[src/rtl/bitwise_logic_pipe.sv]
// W-bit bitwise logic unit with valid/ready on both sides and a two-entry
// output buffer (OUT plus SKID) so in_ready never depends on out_ready.
module bitwise_logic_pipe #(
    parameter int unsigned W         = 8,
    parameter bit          REG_FLAGS = 1'b1
) (
    input  logic         clk,
    input  logic         rst_n,
    input  logic         in_valid,
    output logic         in_ready,
    input  logic [2:0]   op,
    input  logic [W-1:0] a,
    input  logic [W-1:0] b,
    output logic         out_valid,
    input  logic         out_ready,
    output logic [W-1:0] result,
    output logic         zero,
    output logic         parity
);

    typedef enum logic [1:0] {
        EMPTY = 2'd0,
        ONE   = 2'd1,
        FULL  = 2'd2
    } state_e;

    typedef struct packed {
        logic [W-1:0] res;
        logic         zero;
        logic         parity;
    } entry_t;

    state_e state_q, state_d;
    entry_t out_q, out_d;
    entry_t skid_q, skid_d;
    logic   out_valid_q, out_valid_d;
    logic   in_ready_q, in_ready_d;

    logic [W-1:0] calc_res;
    entry_t       new_e;
    logic         accept;
    logic         drain;

    always_comb begin
        calc_res = '0;
        case (op)
            3'd0: calc_res = ~a;
            3'd1: calc_res = a & b;
            3'd2: calc_res = a | b;
            3'd3: calc_res = a ^ b;
            3'd4: calc_res = ~(a & b);
            3'd5: calc_res = ~(a | b);
            3'd6: calc_res = ~(a ^ b);
            3'd7: calc_res = a;
            default: calc_res = '0;
        endcase
        new_e.res    = calc_res;
        new_e.zero   = REG_FLAGS ? (calc_res == '0) : 1'b0;
        new_e.parity = REG_FLAGS ? (^calc_res)      : 1'b0;
    end

    assign accept = in_valid & in_ready_q;
    assign drain  = out_valid_q & out_ready;

    always_comb begin
        state_d = state_q;
        out_d   = out_q;
        skid_d  = skid_q;
        case (state_q)
            EMPTY: begin
                if (accept) begin
                    out_d   = new_e;
                    state_d = ONE;
                end
            end
            ONE: begin
                if (accept && drain) begin
                    out_d = new_e;
                end else if (accept) begin
                    skid_d  = new_e;
                    state_d = FULL;
                end else if (drain) begin
                    state_d = EMPTY;
                end
            end
            FULL: begin
                if (drain) begin
                    out_d   = skid_q;
                    state_d = ONE;
                end
            end
            default: state_d = EMPTY;
        endcase
        // Handshake outputs are registered from the next state so they never
        // form a combinational path from out_ready to in_ready.
        out_valid_d = (state_d != EMPTY);
        in_ready_d  = (state_d != FULL);
    end

    always_ff @(posedge clk or negedge rst_n) begin
        if (!rst_n) begin
            state_q     <= EMPTY;
            out_q       <= '0;
            skid_q      <= '0;
            out_valid_q <= 1'b0;
            in_ready_q  <= 1'b1;
        end else begin
            state_q     <= state_d;
            out_q       <= out_d;
            skid_q      <= skid_d;
            out_valid_q <= out_valid_d;
            in_ready_q  <= in_ready_d;
        end
    end

    assign in_ready  = in_ready_q;
    assign out_valid = out_valid_q;
    assign result    = out_q.res;
    assign zero      = out_q.zero;
    assign parity    = out_q.parity;

endmodule

[config.mk]
export PLATFORM = sky130hd
export DESIGN_NAME = bitwise_logic_pipe
export DESIGN_NICKNAME = d
export VERILOG_FILES = /design/src/rtl/bitwise_logic_pipe.sv
export SDC_FILE = /design/constraint.sdc
export NUM_CORES = 1
export LEC_CHECK = 0
export ABC_AREA = 1
export BUFFER_PORTS_ARGS = -buffer_cell sky130_fd_sc_hd__buf_2
export CAP_MARGIN = 40
export CORE_UTILIZATION = 31
export CTS_CLUSTER_SIZE = 20
export DETAILED_ROUTE_END_ITERATION = 12
export GPL_ROUTABILITY_DRIVEN = 1
export PLACE_DENSITY = 0.56
export SLEW_MARGIN = 15
export SYNTH_ARGS = -nofsm -noshare
export SYNTH_HDL_FRONTEND = slang
export SYNTH_SLANG_ARGS = --single-unit
export TNS_END_PERCENT = 50
[constraint.sdc]
create_clock -name clk -period 1.7 [get_ports clk]
set_input_delay 0.34 -clock clk [delete_from_list [all_inputs] [get_ports clk]]
set_output_delay 0.34 -clock clk [all_outputs]
set_load 0.005 [all_outputs]
==> results of run 1 <==
==> repair_timing <==
action                                  in CTS  in global routing
gates resized for setup                     81                 57
setup buffers                               52                  5
pin swaps                                   36                 39
cloned                                       0                  3
endpoints found under the setup margin       3                 12
==> how the worst min path moves through the flow <==
stage / from / endpoint / slack, ps / cells past startpoint
global route: rst_n / state_q[1] / 90 / 1
CTS: rst_n / state_q[1] / 70 / 1
global placement: rst_n / result[6] / 360 / 1
detailed placement: rst_n / result[6] / 360 / 1
finish: rst_n / state_q[1] / 40 / 1
floorplan: rst_n / out_valid / 40 / 0
==> per-stage QoR <==
stage / utilization (%) / total power [W] / std cells / hold WS, ps / setup TNS [ps]
after global routing: 58.4 / 0.00372 / 526 / 88.1 / -708
after CTS: 53.9 / 0.00323 / 521 / 65.8 / -61.4
final: 58.4 / 0.00344 / 526 / 40.0 / -99.6
after detailed placement: 41.3 / 0.00241 / 465 / 363 / -1400
after floorplan: - / 0.00186 / 322 / 44.4 / -287
after global placement: 41.3 / 0.00239 / 465 / 357 / -1280
==> metal layers <==
metal  share of wire (%)  vias to the layer above  GRT usage [%]
li1                    -                     1310              -
met1                  45                     1218           23.5
met2                  50                       67           34.2
met3                 3.9                       10           3.31
met4                 1.4                        0           4.78
met5                   0                        -              0
==> sequential cells by signal, indices dropped and copies added, names as in the netlist <==
register / cells
state_q: 2
out_valid: 1
parity: 1
result: 8
skid_q: 10
zero: 1
in_ready: 1
==> cells by family (layout without fill, tap and decap cells) <==
group / after synthesis / count (layout) / share of synthesized area (%)
fa+ha+maj: 20 / 20 / 11.8
flops: 24 / 24 / 28.3
simple gates: 181 / 181 / 39.5
buf+inv: 72 / 199 / 13.9
xor+xnor: 3 / 3 / 1.24
compound gates: 22 / 22 / 5.30
==> layout make-up <==
cell class	count	area (um^2)	area share, %
flip-flops and latches	24	602	15.9
clock buffers	3	41.3	1.09
multi-input cells	226	1610	42.3
clock inverters	1	30.0	0.792
repair buffers	139	1180	31.0
inverters	56	240	6.33
well taps	77	96.3	2.54
==> power groups by stage <==
stage	Sequential [W]	Combinational [W]	Clock (W)
2_1_floorplan	0.000962	0.000902	0
3_3_place_gp	0.000959	0.00143	0
3_5_place_dp	0.000967	0.00144	0
4_1_cts	0.000955	0.00177	0.000507
5_1_grt	0.000981	0.00220	0.000533
6_report	0.000952	0.00198	0.000504
==> layout by cell type (no fill, tap or decap), types with 5 or more instances in the layout <==
| cell type | count |
|---|---|
| buf_4 | 89 |
| ha_4 | 15 |
| nand3_2 | 9 |
| a21oi_1 | 11 |
| inv_2 | 18 |
| nand3_1 | 16 |
| nand2_1 | 75 |
| buf_6 | 15 |
| ha_1 | 5 |
| nor2_1 | 11 |
| nand4_1 | 42 |
| buf_8 | 6 |
| nor2_2 | 14 |
| dfrtp_1 | 23 |
| nand2_2 | 6 |
| buf_2 | 23 |
| inv_1 | 31 |
==> qor.yml, run 1 <==
synth_top_area_cell: "dfrtp_1"
layout-drive-gt1-share_pct: 49.9
cts_root_buffer: "clkbuf_8"
post-synth-top-area-fraction_pct: 27.1
grt_pass1_vias: 2507
fin_ws_ps: -55.8
worst_slew_pin_slew_ps: 540
vias: 2605
synth_warnings: 0
required_ps: 1890
vdd_drop_max_v: 0.000510
reg2reg_slack_ps: 320
maxCapViolCount: 0
arrival_ps: 1950
cp_num_cells: 14
skew_ps: 8.83
path_buf_inv: 4
die_width_um: 84.8
regToRegEndpoint: "result[5]"
firstDrtPassIters: 6
slew_headroom_pct: 64.0
clock_sinks: 24
ys_top_cells_by_area: "dfrtp_1 27%, nand2_1 14%, nand4_1 12%"
antenna_found_initial: 0
clk_pin_slew_ps: 90
hold_buffers: 0
cts_made_buffers: 3
grt_max_degree: 25
synth.avg_cell_area_um2: 6.60
p_sw_share_pct: 38.5
design.portCount: 35
yosysSeqAreaShare_pct: 28.3
diodes: 0
synth_nets: 365
synthCells: 322
dpl.hpwl_um: 4240
slowest_delay_ps: 210
fin_crit_ps: 1760
crit_path_end: "parity"
gp_congestion: 0.872
clockBufferDepth: 2
first_iter_violations: 177
postRouteAntennaNets: 0
power.leakage_nw: 1.98
switchingPower_w: 0.00132
ys_top_cells_by_count: "81 x nand2_1, 54 x inv_1, 42 x nand4_1, 29 x nor2_1, 26 x nand3_1"
setup_violations: 5
pwr-share-seq_pct: 27.7
synth_edf_count: 0
grt_overflow: 0
ff2ff_path_depth: 7
viasPerCell: 4.95
yosysMostFrequentCell: "nand2_1"
start_kind: "primary input"
track_usage_pct: 19.0
cp-startpoint: "a[3]"
pwr-share-comb_pct: 57.6
finalHoldViolations: 0
htree_levels: 1
cpMaxStageDelayCell: "ha_4"
pwr_density_cell_mw_per_mm2: 906
die_h_um: 84.8
syn_area_mm2: 0.00213
worstSetupPathType: "primary input to flip-flop"
cts_tree: "done"
portBuffers: 34
drc_errors: 0
rsz0062_at_grt: "yes"
nFillCells: 519
violations: "negative setup slack"
crit_chain: "buf_8 -> buf_6 -> ha_4 -> nand4_1 -> nand2_2 -> nor2_4 -> buf_6 -> nand3_4 -> inv_2 -> ha_4 -> xor2_4 -> xnor2_2 -> nand2_1 -> a21oi_1"
area_growth_pct: 78.5
num_rows: 29
place_area_mm2: 0.00269
grt_pass1_wl_um: 11200
place_worst_setup_slack_ps: -479
yosys_register_bits: 24
critPathMaxFanout: 3
p_int_w: 0.00211
end_kind: "flip-flop"
pwr-share-clk_pct: 14.7
synth_top_flop_cell: "dfrtp_1"
synth.lib_cells_used.distinct: 23
final_max_slew_viol_count: 0
initial_core_util_pct: 32.7
async_reset_ff_share_pct: 100
post_drt_wl_per_cell_um: 13.1
hold_path.class: "primary input to async pin"
dieArea_mm2: 0.00719
status: "finished, violations left"
wirelength_um: 6890
reg2reg_from: "in_ready"
fin_nets: 493
design.core.area_mm2: 0.00649
max_freq_mhz: 570
clock_latency_ps: 270
fin_area_mm2: 0.00379
crit_family: "simple AND/OR/NAND/NOR gates"
finalCritPeriodShare_pct: 103
(Power assumes the default switching activity.)
==> run 2, diff against run 1 <==
--- a/config.mk
+++ b/config.mk
@@ -13,6 +13,7 @@
 export DETAILED_ROUTE_END_ITERATION = 12
 export GPL_ROUTABILITY_DRIVEN = 1
 export PLACE_DENSITY = 0.56
+export SETUP_SLACK_MARGIN = 0.5
 export SLEW_MARGIN = 15
 export SYNTH_ARGS = -nofsm -noshare
 export SYNTH_HDL_FRONTEND = slang
==> qor.yml, run 2 (synthesis gave the netlist of run 1 again) <==
layout_commonest_cell: "nand2_1"  # was buf_4
antenna_found_initial: 0  # unchanged
arrival_ps: 1970  # was 1950 ps
design.core.area_mm2: 0.00649  # unchanged
viasPerCell: 4.99  # was 4.95
area_growth_pct: 65.9  # was 78.5%
wl_met2_um: 3200  # was 3440 um
critPathMaxFanout: 5  # was 3
dr_wl_met3_um: 221  # was 270 um
drc_errors: 2  # was 0
htree_levels: 1  # unchanged
layout-drive-gt1-share_pct: 48.6  # was 49.9%
clock_sinks: 24  # unchanged
pwr_density_cell_mw_per_mm2: 963  # was 906 mW/mm^2
worstSetupPathType: "primary input to flip-flop"  # unchanged
grt_max_degree: 25  # unchanged
fin_crit_ps: 1760  # about the same
initial_core_util_pct: 32.7  # unchanged
design.portCount: 35  # unchanged
power.leakage_nw: 1.87  # was 1.98 nW
highest_layer: "met4"  # unchanged
end_kind: "flip-flop"  # unchanged
grt_pass1_vias: 2347  # was 2507
reg2reg_slack_ps: 270  # was 320 ps
final_max_slew_viol_count: 0  # unchanged
drt-met1-wl_um: 2800  # was 3080 um
status: "finished, violations left"  # unchanged
track_usage_pct: 17.8  # was 19.0%
skew_ps: 1.05  # was 8.83 ps
setup_violations: 1  # was 5
finalHoldViolations: 0  # unchanged
portBuffers: 34  # unchanged
rsz0062_at_grt: "yes"  # unchanged
vias: 2469  # was 2605
diodes: 0  # unchanged
place_area_mm2: 0.00273  # was 0.00269 mm^2
firstDrtPassIters: 8  # was 6
num_rows: 29  # unchanged
max_freq_mhz: 567  # was 570 MHz
hold_buffers: 0  # unchanged
fin_ws_ps: -63.0  # was -55.8 ps
clk_pin_slew_ps: 90  # about the same
cts_root_buffer: "clkbuf_8"  # unchanged
fin_area_mm2: 0.00353  # was 0.00379 mm^2
reg2reg_from: "in_ready"  # unchanged
grt_pass1_wl_um: 10500  # was 11200 um
clockBufferDepth: 2  # unchanged
post_drt_wl_per_cell_um: 12.7  # was 13.1 um
postRouteAntennaNets: 0  # unchanged
largest_reg_flops: 10  # unchanged
cp-startpoint: "op[0]"  # was a[3]
hold_path.class: "primary input to async pin"  # unchanged
grt_overflow: 0  # unchanged
required_ps: 1910  # was 1890 ps
dieArea_mm2: 0.00719  # unchanged
dpl.hpwl_um: 4210  # was 4240 um
gp_congestion: 0.823  # was 0.872
violations: "design-rule violations, negative setup slack"  # was negative setup slack
first_iter_violations: 113  # was 177
worst_slew_pin_slew_ps: 562  # was 540 ps
vdd_drop_max_v: 0.000520  # was 0.000510 V
clock_latency_ps: 270  # about the same
slew_headroom_pct: 62.5  # was 64.0%
start_kind: "primary input"  # unchanged
place_worst_setup_slack_ps: -496  # was -479 ps
wirelength_um: 6300  # was 6890 um
die_width_um: 84.8  # unchanged
fin_nets: 462  # was 493
maxCapViolCount: 0  # unchanged
cts_made_buffers: 3  # unchanged
largest_register: "skid_q"  # unchanged
cts_tree: "done"  # unchanged
finalCritPeriodShare_pct: 104  # was 103%
nFillCells: 596  # was 519
layout_common_cells: "64 x nand2_1, 47 x buf_4, 42 x nand4_1, 29 x inv_1, 28 x buf_6"  # was 89 x buf_4, 75 x nand2_1, 42 x nand4_1, 31 x inv_1
die_h_um: 84.8  # unchanged
run 2: cell types whose count changed in the layout (fill, tap and decap cells not counted), sizes merged:
| cell | previous run | this run |
|---|---|---|
| buf | 136 | 107 |
| clkbuf | 6 | 5 |
| clkinv | 2 | 1 |
| bufinv | 1 | 0 |
| inv | 54 | 55 |
run 2: metal layers:
layer	global-route usage, %	vias up
met4	2.16	0
met5	0	-
li1	-	1250
met3	2.53	11
met2	32.7	53
met1	22.8	1155
run 2: per-stage QoR:
stage	TNS, ps	util (%)	hold WS (ps)	instances	power (W)
3_5_place_dp	-1390	42.1	368	463	0.00243
5_1_grt	-248	54.3	84.8	495	0.00371
2_1_floorplan	-283	-	44.4	322	0.00192
4_1_cts	-156	50.0	68.2	491	0.00311
6_report	-63.0	54.3	48.9	495	0.00340
3_3_place_gp	-1200	42.1	354	463	0.00241
run 2: layout make-up:
cell class,instances,area (um^2),share of cell area [%]
Tap cell,77,96.3,2.73
Multi-Input combinational cell,226,1620,45.9
Inverter,56,230,6.53
Clock buffer,4,55.1,1.56
Sequential cell,24,602,17.1
Timing Repair Buffer,108,923,26.2
run 2: final timing paths:
check	end	cells past startpoint
min in group clk	out_valid	4
worst min register to register	result[4]	2
worst max register to register	parity	6
worst min-delay path	state_q[1]	1
worst max-delay path	parity	12
max in group asynchronous	result[6]	1
run 2: what timing repair did:
item,in CTS,in global routing
pin swaps,41,41
setup buffers,22,4
resized for setup,72,67
gates cloned,2,0
endpoints found under the setup margin,22,25
hold endpoints to repair,0,0
run 2: critical path, cell delays in order:
cell and delay, ps:
buf_8 110, buf_6 120, nor3_4 250, clkbuf_16 200, nand2_4 50, nand3_2 80, inv_2 50, ha_4 260
xnor2_4 190, xnor2_2 140, nand2_1 80, a21oi_2 110
run 2: power breakdown:
| group | switching (W) | internal, W | leakage (nW) |
|---|---|---|---|
| Combinational | 0.00107 | 0.000986 | 1.54 |
| Sequential | 0.000111 | 0.000838 | 0.299 |
| Clock | 0.000190 | 0.000207 | 0.0288 |
==> run 3, diff against run 2 <==
--- a/config.mk
+++ b/config.mk
@@ -8,11 +8,14 @@
 export ABC_AREA = 1
 export BUFFER_PORTS_ARGS = -buffer_cell sky130_fd_sc_hd__buf_2
 export CAP_MARGIN = 40
+export CELL_PAD_IN_SITES_DETAIL_PLACEMENT = 1
+export CELL_PAD_IN_SITES_GLOBAL_PLACEMENT = 1
+export CORE_ASPECT_RATIO = 0.7
 export CORE_UTILIZATION = 31
 export CTS_CLUSTER_SIZE = 20
 export DETAILED_ROUTE_END_ITERATION = 12
 export GPL_ROUTABILITY_DRIVEN = 1
-export PLACE_DENSITY = 0.56
+export PLACE_DENSITY = 0.72
 export SETUP_SLACK_MARGIN = 0.5
 export SLEW_MARGIN = 15
 export SYNTH_ARGS = -nofsm -noshare
==> qor.yml, run 3 (synthesis gave the netlist of run 1 again) <==
wirelength_um: 11700  # was 6300 um
area_growth_pct: 89.6  # was 65.9%
grt_pass1_wl_um: 14600  # was 10500 um
layout_common_cells: "70 x buf_4, 61 x nand2_1, 42 x nand4_1, 41 x buf_6, 27 x inv_1"  # was 64 x nand2_1, 47 x buf_4, 42 x nand4_1, 29 x inv_1, 28 x buf_6
rsz0062_at_grt: "yes"  # unchanged
vias: 2929  # was 2469
cts_root_buffer: "clkbuf_8"  # unchanged
worst_slew_pin_slew_ps: 567  # was 562 ps
finalHoldViolations: 0  # unchanged
design.core.area_mm2: 0.00643  # was 0.00649 mm^2
clock_sinks: 24  # unchanged
slew_headroom_pct: 62.2  # was 62.5%
post_drt_wl_per_cell_um: 21.8  # was 12.7 um
vdd_drop_max_v: 0.000690  # was 0.000520 V
instances_no_fill: 540  # was 495
fin_crit_ps: 2000  # was 1760 ps
cts_made_buffers: 3  # unchanged
pwr_density_cell_mw_per_mm2: 1010  # was 963 mW/mm^2
required_ps: 1910  # about the same
initial_core_util_pct: 33.1  # was 32.7%
cts_tree: "done"  # unchanged
setup_violations: 7  # was 1
start_kind: "primary input"  # unchanged
reg2reg_from: "state_q[1]"  # was in_ready
die_h_um: 71.3  # was 84.8 um
viasPerCell: 5.42  # was 4.99
clockBufferDepth: 2  # unchanged
postRouteAntennaNets: 0  # unchanged
portBuffers: 34  # unchanged
antenna_found_initial: 0  # unchanged
finalCritPeriodShare_pct: 118  # was 104%
final_max_slew_viol_count: 0  # unchanged
largest_reg_flops: 10  # unchanged
layout_commonest_cell: "buf_4"  # was nand2_1
status: "finished, violations left"  # unchanged
diodes: 0  # unchanged
dpl.hpwl_um: 5360  # was 4210 um
drc_errors: 0  # was 2
first_iter_violations: 175  # was 113
grt_pass1_vias: 2933  # was 2347
end_kind: "flip-flop"  # unchanged
grt_overflow: 0  # unchanged
largest_register: "skid_q"  # unchanged
hold_buffers: 0  # unchanged
critPathMaxFanout: 3  # was 5
firstDrtPassIters: 4  # was 8
fin_util_pct: 62.7  # was 54.3%
maxCapViolCount: 0  # unchanged
worstSetupPathType: "primary input to flip-flop"  # unchanged
layout-drive-gt1-share_pct: 57.0  # was 48.6%
regToRegEndpoint: "skid_q[6]"  # was parity
ff2ff_path_depth: 6  # unchanged
arrival_ps: 2210  # was 1970 ps
fin_ws_ps: -298  # was -63.0 ps
clock_latency_ps: 280  # was 270 ps
clk_pin_slew_ps: 90  # about the same
die_width_um: 101  # was 84.8 um
num_rows: 24  # was 29
violations: "negative setup slack"  # was design-rule violations, negative setup slack
fin_nets: 493  # was 462
dp_cells: 485  # was 463
hold_path.class: "primary input to async pin"  # unchanged
max_freq_mhz: 501  # was 567 MHz
reg2reg_slack_ps: 40  # was 270 ps
htree_levels: 1  # unchanged
gp_congestion: 0.792  # was 0.823
design.portCount: 35  # unchanged
skew_ps: 4.69  # was 1.05 ps
track_usage_pct: 26.5  # was 17.8%
power.leakage_nw: 2.04  # was 1.87 nW
dieArea_mm2: 0.00720  # was 0.00719 mm^2
grt_max_degree: 25  # unchanged
run 3: cell count changes in the layout (fill, tap and decap cells not counted), sizes merged:
cell / change
buf: +32
clkinv: +1
clkbuf: -1
inv: -1
run 3: through the flow:
step / area [um^2] / TNS, ps / setup slack, ps / hold slack (ps) / total power, W
global route: 4030 / -1330 / -306 / 89.9 / 0.00430
detailed placement: 2810 / -1540 / -596 / 361 / 0.00251
CTS: 3530 / -434 / -160 / 60.8 / 0.00343
global placement: 2810 / -1180 / -428 / 350 / 0.00245
finish: 4030 / -1000 / -298 / 41.4 / 0.00409
floorplan: 2250 / -283 / -172 / 44.4 / 0.00192
run 3: power breakdown:
group	leakage, nW	switching [W]	internal, W
combinational	1.71	0.00147	0.00119
clock	0.0288	0.000196	0.000208
sequential	0.299	0.000177	0.000839
run 3: repair_timing:
item,4_1_cts,5_1_grt
endpoints found under the setup margin,22,25
pin swaps,55,47
gates resized for setup,108,101
setup buffers,35,14
gates cloned,2,0
run 3: worst max-delay path by stage:
stage | slack, ps | cells past startpoint | to | from
after floorplan | -170 | 10 | parity | op[2]
after global placement | -430 | 13 | parity | a[5]
after detailed placement | -600 | 13 | parity | op[2]
after CTS | -160 | 14 | parity | a[1]
after global routing | -310 | 14 | skid_q[0] | a[4]
final | -300 | 14 | skid_q[0] | a[4]
run 3: per-layer routing:
layer,track usage [%],vias up,part of all wire (%)
li1,-,1308,-
met1,33.2,1439,41
met2,45.7,135,49
met3,4.29,47,6.0
met4,10.6,0,4.9
met5,0,-,0
run 3: cell type report:
cell class              instances  area [um^2]
multi-input cells             226         1740
repair buffers                139         1270
clock buffers                   4         55.1
fillers                       770         2390
well taps                      91          114
inverters                      56          256
flip-flops and latches         24          602
run 3: worst max-delay path, stage by stage:
cell     delay [ps]
buf_12          110
inv_6            60
ha_4            210
nand4_1          80
nand2_1          90
nor2_2          180
nand3_2         130
inv_2           100
ha_4            220
xnor2_4         150
xnor2_2         230
buf_4           160
nand2_2          50
nand2_1          90
